[src/rtl/cardinal_nic_pkg.sv]
// rtl/cardinal_nic_pkg.sv - NIC register map, status bit and access FSM states
//
// Shared by cardinal_nic_arbiter. No ports.
package cardinal_nic_pkg;

    localparam logic [1:0] NIC_RX_DATA = 2'b00;  // input buffer data, read clears
    localparam logic [1:0] NIC_RX_STAT = 2'b01;  // input buffer status
    localparam logic [1:0] NIC_TX_DATA = 2'b10;  // output buffer data, write
    localparam logic [1:0] NIC_TX_STAT = 2'b11;  // output buffer status

    localparam int STATUS_BIT = 63;

    typedef enum logic [1:0] {
        RX_STAT  = 2'd0,
        RX_READ  = 2'd1,
        TX_STAT  = 2'd2,
        TX_WRITE = 2'd3
    } nic_state_t;

endpackage

[src/rtl/cardinal_nic_arbiter_rr_arbiter.sv]
// rtl/cardinal_nic_arbiter_rr_arbiter.sv - combinational round-robin winner select
//
// Ports:
//   req_valid  in   NUM_REQ  per-requester request
//   ptr        in   IDW      highest-priority index this round
//   gnt        out  IDW      first asserted request at or after ptr (wrapping)
//   gnt_valid  out  1        any request asserted
module rr_arbiter #(
    parameter  int NUM_REQ = 4,
    localparam int IDW     = $clog2(NUM_REQ)
) (
    input  logic [NUM_REQ-1:0] req_valid,
    input  logic [IDW-1:0]     ptr,
    output logic [IDW-1:0]     gnt,
    output logic               gnt_valid
);

    logic [IDW-1:0] idx;

    // Scan from the farthest offset down to offset 0 so the candidate
    // closest to the pointer is the last (winning) assignment.
    always_comb begin
        gnt       = '0;
        gnt_valid = 1'b0;
        idx       = '0;
        for (int i = NUM_REQ - 1; i >= 0; i--) begin
            idx = IDW'((int'(ptr) + i) % NUM_REQ);
            if (req_valid[idx]) begin
                gnt       = idx;
                gnt_valid = 1'b1;
            end
        end
    end

endmodule

[src/rtl/cardinal_nic_arbiter.sv]
// rtl/cardinal_nic_arbiter.sv - round-robin TX sharing and RX holding for the NIC register port
//
// Ports:
//   clk, reset        clock, synchronous active-high reset
//   req_valid/data    NUM_REQ transmit requesters, packed DATA_WIDTH packets
//   req_ready         one-hot accept pulse in the NIC write cycle
//   rx_valid/data     one-entry receive holding register, drained by rx_ready
//   addr, d_in, d_out NIC register select, write data, read data
//   nicEn, nicEnWr    NIC access / write enable
//   grant_id          index of the last granted requester
module cardinal_nic_arbiter
    import cardinal_nic_pkg::*;
#(
    parameter  int DATA_WIDTH = 64,
    parameter  int NUM_REQ    = 4,
    localparam int IDW        = $clog2(NUM_REQ)
) (
    input  logic                          clk,
    input  logic                          reset,
    input  logic [NUM_REQ-1:0]            req_valid,
    input  logic [NUM_REQ*DATA_WIDTH-1:0] req_data,
    output logic [NUM_REQ-1:0]            req_ready,
    output logic                          rx_valid,
    output logic [DATA_WIDTH-1:0]         rx_data,
    input  logic                          rx_ready,
    output logic [1:0]                    addr,
    output logic [DATA_WIDTH-1:0]         d_in,
    input  logic [DATA_WIDTH-1:0]         d_out,
    output logic                          nicEn,
    output logic                          nicEnWr,
    output logic [IDW-1:0]                grant_id
);

    // Status flag is the top data bit; matches STATUS_BIT for 64-bit packets.
    localparam int SB = (DATA_WIDTH == 64) ? STATUS_BIT : DATA_WIDTH - 1;

    nic_state_t     state, next_state;
    logic [IDW-1:0] ptr;
    logic [IDW-1:0] gnt;
    logic [IDW-1:0] arb_gnt;
    logic           arb_valid;
    logic           tx_go;

    rr_arbiter #(.NUM_REQ(NUM_REQ)) u_rr (
        .req_valid (req_valid),
        .ptr       (ptr),
        .gnt       (arb_gnt),
        .gnt_valid (arb_valid)
    );

    assign tx_go = (state == TX_STAT) && !d_out[SB] && arb_valid;

    always_ff @(posedge clk) begin
        if (reset) begin
            state    <= RX_STAT;
            ptr      <= '0;
            gnt      <= '0;
            grant_id <= '0;
            rx_valid <= 1'b0;
            rx_data  <= '0;
        end else begin
            state <= next_state;
            // RX_READ is only entered with the holding register empty,
            // so the capture never competes with a consumer drain.
            if (state == RX_READ) begin
                rx_data  <= d_out;
                rx_valid <= 1'b1;
            end else if (rx_valid && rx_ready) begin
                rx_valid <= 1'b0;
            end
            if (tx_go) begin
                gnt <= arb_gnt;
            end
            if (state == TX_WRITE) begin
                grant_id <= gnt;
                ptr      <= (gnt == IDW'(NUM_REQ - 1)) ? '0 : gnt + 1'b1;
            end
        end
    end

    always_comb begin
        next_state = state;
        addr       = NIC_RX_STAT;
        nicEn      = 1'b1;
        nicEnWr    = 1'b0;
        d_in       = '0;
        req_ready  = '0;
        case (state)
            RX_STAT: begin
                addr       = NIC_RX_STAT;
                next_state = (d_out[SB] && !rx_valid) ? RX_READ : TX_STAT;
            end
            RX_READ: begin
                addr       = NIC_RX_DATA;
                next_state = TX_STAT;
            end
            TX_STAT: begin
                addr       = NIC_TX_STAT;
                next_state = tx_go ? TX_WRITE : RX_STAT;
            end
            TX_WRITE: begin
                addr           = NIC_TX_DATA;
                nicEnWr        = 1'b1;
                d_in           = req_data[gnt*DATA_WIDTH +: DATA_WIDTH];
                req_ready[gnt] = 1'b1;
                next_state     = RX_STAT;
            end
            default: next_state = RX_STAT;
        endcase
        // Suppress any NIC side effect (write or read-clear) during reset.
        if (reset) begin
            nicEn     = 1'b0;
            nicEnWr   = 1'b0;
            req_ready = '0;
            addr      = NIC_RX_DATA;
            d_in      = '0;
        end
    end

endmodule

[config.mk]
export PLATFORM = sky130hd
export DESIGN_NAME = cardinal_nic_arbiter
export DESIGN_NICKNAME = d
export VERILOG_FILES = /design/src/rtl/cardinal_nic_pkg.sv /design/src/rtl/cardinal_nic_arbiter_rr_arbiter.sv /design/src/rtl/cardinal_nic_arbiter.sv
export SDC_FILE = /design/constraint.sdc
export NUM_CORES = 1
export LEC_CHECK = 0
export BUFFER_PORTS_ARGS = -buffer_cell sky130_fd_sc_hd__buf_4
export CORE_AREA = 2 2 181 183
export CTS_CLUSTER_SIZE = 14
export DETAILED_ROUTE_END_ITERATION = 10
export DIE_AREA = 0 0 183 185
export HOLD_SLACK_MARGIN = 0.05
export PLACE_DENSITY = 0.4
export SETUP_SLACK_MARGIN = 0.2
export SLEW_MARGIN = 0
export SYNTH_ARGS = -nofsm -noshare
export SYNTH_HDL_FRONTEND = slang
export SYNTH_HIERARCHICAL = 1
export SYNTH_SLANG_ARGS = --single-unit
[constraint.sdc]
create_clock -name clk -period 1.77 [get_ports clk]
set_input_delay 0.354 -clock clk [delete_from_list [all_inputs] [get_ports clk]]
set_output_delay 0.354 -clock clk [all_outputs]
set_load 0.005 [all_outputs]
; Word-level counts from Yosys, hierarchy flattened
; Cells that the tools add are included.
[totals]
reg_bits = 73
inputBits = 327
[classes]
add_sub_neg = 4
order_cmp = 6
n_eq_ne = 4
shift = 1
n_mux = 33
reduce_logical = 9
[ops]
columns = op, count
row1 = indexed part select 256 x 9 -> 64 bit, 1
row2 = 2-to-1 mux 64 bit, 2
row3 = 2-to-1 mux 2 bit, 8
row4 = case mux 2 bit (4 select lines), 2
row5 = < comparator 2 x 3 -> 1 bit (second input constant), 5
row6 = 2-to-1 mux 1 bit, 14
row7 = binary-select mux 1 bit (select 2 bit), 4
row8 = 2-to-1 mux 4 bit, 2
row9 = equality test 2 bit (second input constant), 3
row10 = logical AND 1 bit, 5
row11 = adder 2 x 1 -> 2 bit (second input constant), 2
row12 = adder 2 bit (second input constant), 2
row13 = demux 1 bit (select 2 bit), 1
row14 = equality test 2 x 1 -> 1 bit (second input constant), 1
row15 = greater-or-equal comparator 2 x 1 -> 1 bit (second input constant), 1
row16 = logical NOT 1 bit, 2
row17 = logical NOT 2 bit, 1
row18 = nonzero test 2 bit, 1

; Longest topological paths before layout
; Gate-level depths: netlist of run 1.
[depth]
depth_word = 10
ltp_mapped = 7

; Hierarchy
; Netlist of run 1, hierarchy kept.
[by_module_without_submodules]
columns = module, instances, cells_per_inst, area_per_inst_um2
row1 = cardinal_nic_arbiter, 1, 555, 4569.4
row2 = rr_arbiter, 1, 13, 77.6

; Worst setup path before layout of run 1
; No wires, ideal clock.
[synth_timing]
path_kind = register -> output
startpoint = register state[0]
endpoint = output d_in[10]
arrival_ns = 1.278
required_time_ns = 1.416
setup_slack_ns = 0.138
path_stages_with_launch = 7
cell_sequence = dfxtp_1 > buf_6 > nand2_4 > or3_1 > buf_6 > buf_8 > o22ai_1
[synth_between]
elab_chain_cells = 3
[synth_rtl]
columns = item, line_no
row1 = start: declaration, cardinal_nic_arbiter.sv:37  ; nic_state_t state, next_state;
row2 = start signal: assignment, cardinal_nic_arbiter.sv:62  ; state <= next_state;
row3 = equality test 2 bit, cardinal_nic_arbiter.sv:88  ; case (state)
row4 = 2-to-1 mux 64 bit, cardinal_nic_arbiter.sv:88
row5 = 2-to-1 mux 64 bit, cardinal_nic_arbiter.sv:111  ; if (reset) begin
row6 = end: declaration, cardinal_nic_arbiter.sv:27  ; output logic [DATA_WIDTH-1:0] d_in,
; No other way between the ends.

; Final worst setup path of run 1
[layout_timing]
startpoint = register state[1]
endpoint = output d_in[26]
; Same word-level chain as after synthesis.

==> flow_summary.toml, run 1 <==
[global_routing]
antenna_found_initial = 9
met1_usage_pct = 17.6
grt-ovfl-total = 0
use_met2_pct = 26.2
grt_pass1_wl_mm = 39.4
top_usage_layer = "met2"
grt_util_met3_pct = 5.98
grt_pass1_vias = 6065
grt_start_max_net_pins = 56
track_usage_pct = 15.6

[clock_tree]
clk_latency_ns = 0.34
cts_buffers = 9
clock_path_buffers = 2
cts-root-buf = "clkbuf_16"
clk_pin_slew_ns = 0.06
h-tree-depth = 3
cts_tree = "built"
clock-sinks = 73
cts_hold_buf = 0

[setup_path]
critPathBufInv = 2
critPathSlowestCell = "or3_4"
arrival_ns = 1.76
worstSetupPathType = "reg2out"
crit_family = "simple AND/OR/NAND/NOR gates"
crit_chain = "nand2_4, or3_4, buf_12, o22ai_2, buf_4"
rr_startpoint = "state[1]"
worst-path-stages = 5
reg2regPathDepth = 7
cp-end-kind = "primary output"
max_stage_delay_ns = 0.41
path_max_fanout = 34
ff2ff_setup_slack_ns = 0.34
critical_path_required_ns = 1.42
r2r_end = "rx_data[30]"
critPathLaunchType = "register"

[sta]
fin_skew_ns = 0.00601
max-slew-margin-rel_pct = 64.2
fin_ws_ns = -0.342
rsz0062_at_grt = "yes"
period_share_pct = 119
hold_viol = 0
setup_tns_ns = -18.32
max_slew.worst_pin.slew_ns = 0.536
post-route-min-period_ns = 2.11
fmax_mhz = 474
report.final.slew_viol_count = 0
setup_viol = 66

[floorplan]
die_h_um = 185
die-area_um2 = 33900
io_pins = 466
die_w_um = 183
initial_core_util_pct = 14.5
coreArea_um2 = 32000
rows = 66

[route]
vias_per_cell = 4.15
routed_wl_mm = 28.0
route.detailed.drc = 0
vias = 6097
drt_iter0_drc = 137
routedWlPerCell_um = 19.1
drtAntennaViolNets = 0
first_pass_iters = 4

[cells_and_area]
fin_nets = 1383
final_common_cell = "buf_4"
stdcell_area_um2 = 9980
syn2layout_area_growth_pct = 115
final_cell_mix = "buf_4 (492), nand2_1 (134), mux2i_1 (119)"
drive_gt1_share_pct = 60.5

[place]
post-place-ws_ns = -0.0546
dp_hpwl_mm = 22.8
io_buffers = 465
gp_congestion = 0.877
dpl_cell_area_um2 = 9190

[power_and_ir_drop]
peakVddDrop_mv = 0.471
total_leakage_power_nw = 4.27
switching_share_pct = 27.3
p_sw_mw = 1.41
p_int_mw = 3.76
clockPowerShare_pct = 35.7
seq_power_share_pct = 34.5
pwr-share-comb_pct = 29.8
power.density_nw_per_um2 = 518

[job]
drv_cap = 0

[worst_hold_path]
holdPathEnd = "rx_data[58]"
min-delay-start = "d_out[58]"
worstHoldPathCells = 3
hold_path_class = "in2reg"

[logic_synthesis]
syn_area_per_cell_um2 = 8.18
ys_ff_latch = 73
ys_types = 26
syn-num-nets = 899
synthCells = 568
yosys_warnings = 6
syn_area_um2 = 4650
yosysSeqAreaShare_pct = 31.4

[outcome]
status = "finished with violations"
violations = "negative setup slack"
## cells by family after synthesis
group	after synthesis	synth area share, %
and+or+nand+nor	165	14.7
adders and majority gates	4	1.08
buffers and inverters	56	7.27
DFF	73	31.4
muxes	132	28.4
AOI/OAI and AO/OA	138	17.1
## layout make-up
cell class                 count  area [um^2]
timing repair buffer         526         4260
clock buffer                  10          229
multi-input combinational    439         3420
tap                          408          510
clock inverter                 6         67.6
antenna                        5         12.5
inverter                       3         21.3
fill                        3477        22100
sequential                    73         1470
## Yosys cell counts
master / instances / area share, %
o22ai_2: 1 / 0.27
nand2_4: 1 / 0.24
a21oi_1: 69 / 7.4
buf_1: 1 / 0.081
a211oi_1: 2 / 0.32
dfxtp_1: 73 / 31
or2b_1: 1 / 0.16
and4bb_2: 1 / 0.27
nor2b_1: 2 / 0.27
clkbuf_1: 8 / 0.65
nand2b_1: 5 / 0.67
buf_6: 2 / 0.48
or3_1: 2 / 0.27
o22ai_1: 64 / 8.6
nor3b_1: 1 / 0.16
nand2_1: 134 / 11
buf_2: 36 / 3.9
ha_1: 4 / 1.1
inv_1: 3 / 0.24
mux2i_1: 132 / 28
and2_1: 5 / 0.67
nor2_1: 10 / 0.81
o2bb2ai_1: 1 / 0.19
buf_8: 6 / 1.9
a211oi_2: 1 / 0.27
nand3_1: 3 / 0.32
## tightest hold or removal path, cell delays in order
cell and delay [ns]:
buf_4 0.11, nand2_1 0.04, a21oi_1 0.05
## registers in the layout, indices dropped and copies added, names as in the netlist
name,count
grant_id,2
gnt,2
rx_data,64
ptr,2
rx_valid,1
state,2
## metrics by stage
| step | util (%) | cells | hold WS (ns) | total power [mW] |
|---|---|---|---|---|
| 2_1_floorplan | - | 568 | 0.447 | 2.34 |
| 3_3_place_gp | 28.7 | 1434 | 0.442 | 3.30 |
| 3_5_place_dp | 28.7 | 1434 | 0.448 | 3.29 |
| 4_1_cts | 30.6 | 1455 | 0.238 | 5.24 |
| 5_1_grt | 31.2 | 1470 | 0.251 | 5.46 |
| 6_report | 31.2 | 1470 | 0.257 | 5.17 |
## what timing repair did
item	in CTS	in global routing
gates resized for setup	48	21
gates cloned	3	1
buffers inserted	2	9
endpoints found under the setup margin	71	70
pin swaps	2	5
## worst max path at each step
stage	from	end	slack [ns]
final	state[1]	d_in[26]	-0.34
after global routing	state[1]	d_in[21]	-0.40
after CTS	state[1]	d_in[26]	-0.36
after detailed placement	reset	d_in[26]	-0.05
after global placement	reset	d_in[28]	-0.04
after floorplan	state[0]	d_in[13]	0.15
## power groups by stage
stage               Combinational (mW)  Sequential [mW]  Clock, mW
global route                      1.67             1.79       1.99
global placement                  1.48             1.82          0
CTS                               1.53             1.79       1.93
finish                            1.54             1.78       1.84
detailed placement                1.47             1.82          0
floorplan                        0.522             1.82          0
## per-layer routing
layer / share of wire [%] / vias up
li1: - / 2988
met1: 39 / 2787
met5: 0.20 / -
met2: 49 / 275
met3: 9.4 / 39
met4: 2.9 / 8
Power figures use the tool's default switching activity.
==> run 2: changes to the inputs <==
ABC_AREA = 1   (was not set)
CAP_MARGIN = 20   (was not set)
CORE_AREA = 2 2 183 185   (was 2 2 181 183)
DIE_AREA = 0 0 185 187   (was 0 0 183 185)
PLACE_DENSITY = 0.44   (was 0.4)
==> run 2 against run 1 <==
Compared with the run above: the flow still finishes with violations (negative setup slack); via count up 38%; clock-buffer cell count did not move; final cell count up 40%; synthesized area rose by 30%; first-iteration DRC count rose by 91%; setup slack improved by 0.21 ns; final area up 13%; critical path depth grew 1; highest routed layer unchanged.
==> flow_summary.toml, run 2 <==
[clock_tree]
clk_pin_slew_ns = 0.06
cts_tree = "built"
cts-root-buf = "clkbuf_16"
cts_buffers = 9
h-tree-depth = 3
clock_path_buffers = 2
clk_latency_ns = 0.34
clock-sinks = 73

[setup_path]
max_stage_delay_ns = 0.41
path_max_fanout = 15
worstSetupPathType = "reg2out"
critical_path_required_ns = 1.42
critPathLaunchType = "register"
cp-end-kind = "primary output"
critPathMostFrequentCell = "buf_4"
arrival_ns = 1.55
critPathSlowestCell = "dfxtp_4"
crit_chain = "buf_4, clkbuf_16, nand2_1, nand3_1, a21oi_1, buf_4"

[sta]
setup_viol = 67
fin_skew_ns = 0.00693
fmax_mhz = 526
max_slew.worst_pin.slew_ns = 0.371
max-slew-margin-rel_pct = 75.0
fin_ws_ns = -0.131
rsz0062_at_grt = "yes"
post-route-min-period_ns = 1.90
report.final.slew_viol_count = 0
period_share_pct = 107
hold_viol = 0

[cells_and_area]
final_cells = 2051
largest_reg_flops = 64
final_cell_mix = "buf_4 (480), inv_1 (266), nand2_1 (265)"
fin_nets = 1926
top_register = "rx_data"
syn2layout_area_growth_pct = 87.4
drive_gt1_share_pct = 40.5
final_common_cell = "buf_4"

[floorplan]
coreArea_um2 = 32900
rows = 67
io_pins = 466
die-area_um2 = 34600
initial_core_util_pct = 18.4
die_w_um = 185
die_h_um = 187

[place]
dp_hpwl_mm = 22.8
gp_congestion = 0.856
place_inst = 2006
post-place-ws_ns = 0.0759
io_buffers = 465

[global_routing]
grt_pass1_wl_mm = 46.6
grt_start_max_net_pins = 71
track_usage_pct = 17.3
grt-ovfl-total = 0
antenna_found_initial = 4
grt_pass1_vias = 8158

[logic_synthesis]
yosysSeqAreaShare_pct = 24.2
synthCells = 1140
synth_area_leaders = "dfxtp_1 (24%), nand2_1 (17%), inv_1 (17%)"
async_reset_ff_share_pct = 0
synth_edf_count = 0
ys_ff_latch = 73
yosysMostFrequentCell = "nand2_1"
syn_area_um2 = 6040
yosysTopAreaCell = "dfxtp_1"
syn_area_per_cell_um2 = 5.30
synth_top_area_share_pct = 24.2
ys.flop_type = "dfxtp_1"
syn-num-nets = 1471
ys_types = 24
synth_common_cells = "nand2_1 (279), inv_1 (270), nor2_1 (143)"
yosys_warnings = 6

[route]
vias_per_cell = 4.10
route.detailed.drc = 0
vias = 8408
routedWlPerCell_um = 15.8
drtAntennaViolNets = 0
first_pass_iters = 4
routed_wl_mm = 32.5
drt_iter0_drc = 261

[outcome]
status = "finished with violations"
violations = "negative setup slack"

[power_and_ir_drop]
power.density_nw_per_um2 = 536
peakVddDrop_mv = 0.381
total_power_mw = 6.06
total_leakage_power_nw = 6.35

[job]
drv_cap = 0

[worst_hold_path]
hold_path_class = "in2reg"
==> run 2: cell types whose count changed after synthesis, moves of 58 or more <==
cell and delta:
inv_1 +267, nand2_1 +145, nand3_1 +138, nor2_1 +133, mux2i_1 -132, o22ai_1 -64
o21ai_0 +58
==> run 2: metal layers <==
layer  up-vias  track usage, %  wire length (um)
li1       4298               -                 -
met1      3765            19.7             12700
met2       310            30.8             16000
met3        33            5.47              3120
met4         2            5.10               637
met5         -               0                 8
==> run 2: where the power goes <==
part           total (mW)  switching (mW)  internal [mW]  leakage, nW
Combinational        2.21            1.02           1.19         5.60
Sequential           1.93           0.109           1.83        0.601
Clock                1.92           0.770           1.15        0.150
==> run 2: logic make-up (layout without fill, tap and decap cells) <==
| logic type | count (synthesis) | in the layout | synth area share [%] |
|---|---|---|---|
| simple gates | 573 | 573 | 39.1 |
| compound gates | 139 | 139 | 12.2 |
| flops | 73 | 73 | 24.2 |
| other cells | 0 | 3 | 0 |
| buf+inv | 351 | 811 | 23.6 |
| fa+ha+maj | 4 | 4 | 0.828 |
==> run 2: final cells by class <==
type / count / area, um^2
Fill cell: 3689 / 21500
Tap cell: 448 / 561
Multi-Input combinational cell: 716 / 3530
Sequential cell: 73 / 1480
Clock inverter: 6 / 72.6
Inverter: 279 / 1080
Clock buffer: 10 / 239
Antenna cell: 3 / 7.51
Timing Repair Buffer: 516 / 4350
==> run 2: per-stage QoR <==
stage                     TNS [ns]  area (um^2)  hold WS, ns  utilization, %
after floorplan                  0         6040        0.423               -
after global placement           0        10100        0.464            30.7
after detailed placement         0        10100        0.473            30.7
after CTS                    -7.12        10800        0.237            32.9
after global routing        -11.33        11300        0.236            34.5
final                        -4.97        11300        0.245            34.5
==> run 2: worst max-delay path: cells and delay by family, from the launching register on <==
family                 cells  cell delay [ns]
DFF                        1             0.41
AOI/OAI and AO/OA          1             0.15
buffers and inverters      3             0.51
and+or+nand+nor            2             0.14
==> run 2: final timing paths <==
kind,end,depth (start not counted),slack [ns],start
worst min register to register,rx_data[26],2,0.48,rx_data[26]
worst min-delay path,ptr[0],2,0.24,reset
worst max-delay path,d_in[27],6,-0.13,gnt[0]
worst max register to register,gnt[0],11,0.33,ptr[0]
==> run 2: timing repair <==
item	4_1_cts	5_1_grt
endpoints found under the setup margin	70	73
hold endpoints to repair	0	0
pin swaps	5	17
cloned	6	9
buffers inserted	6	5
gates resized for setup	60	70
hold buffers	0	0
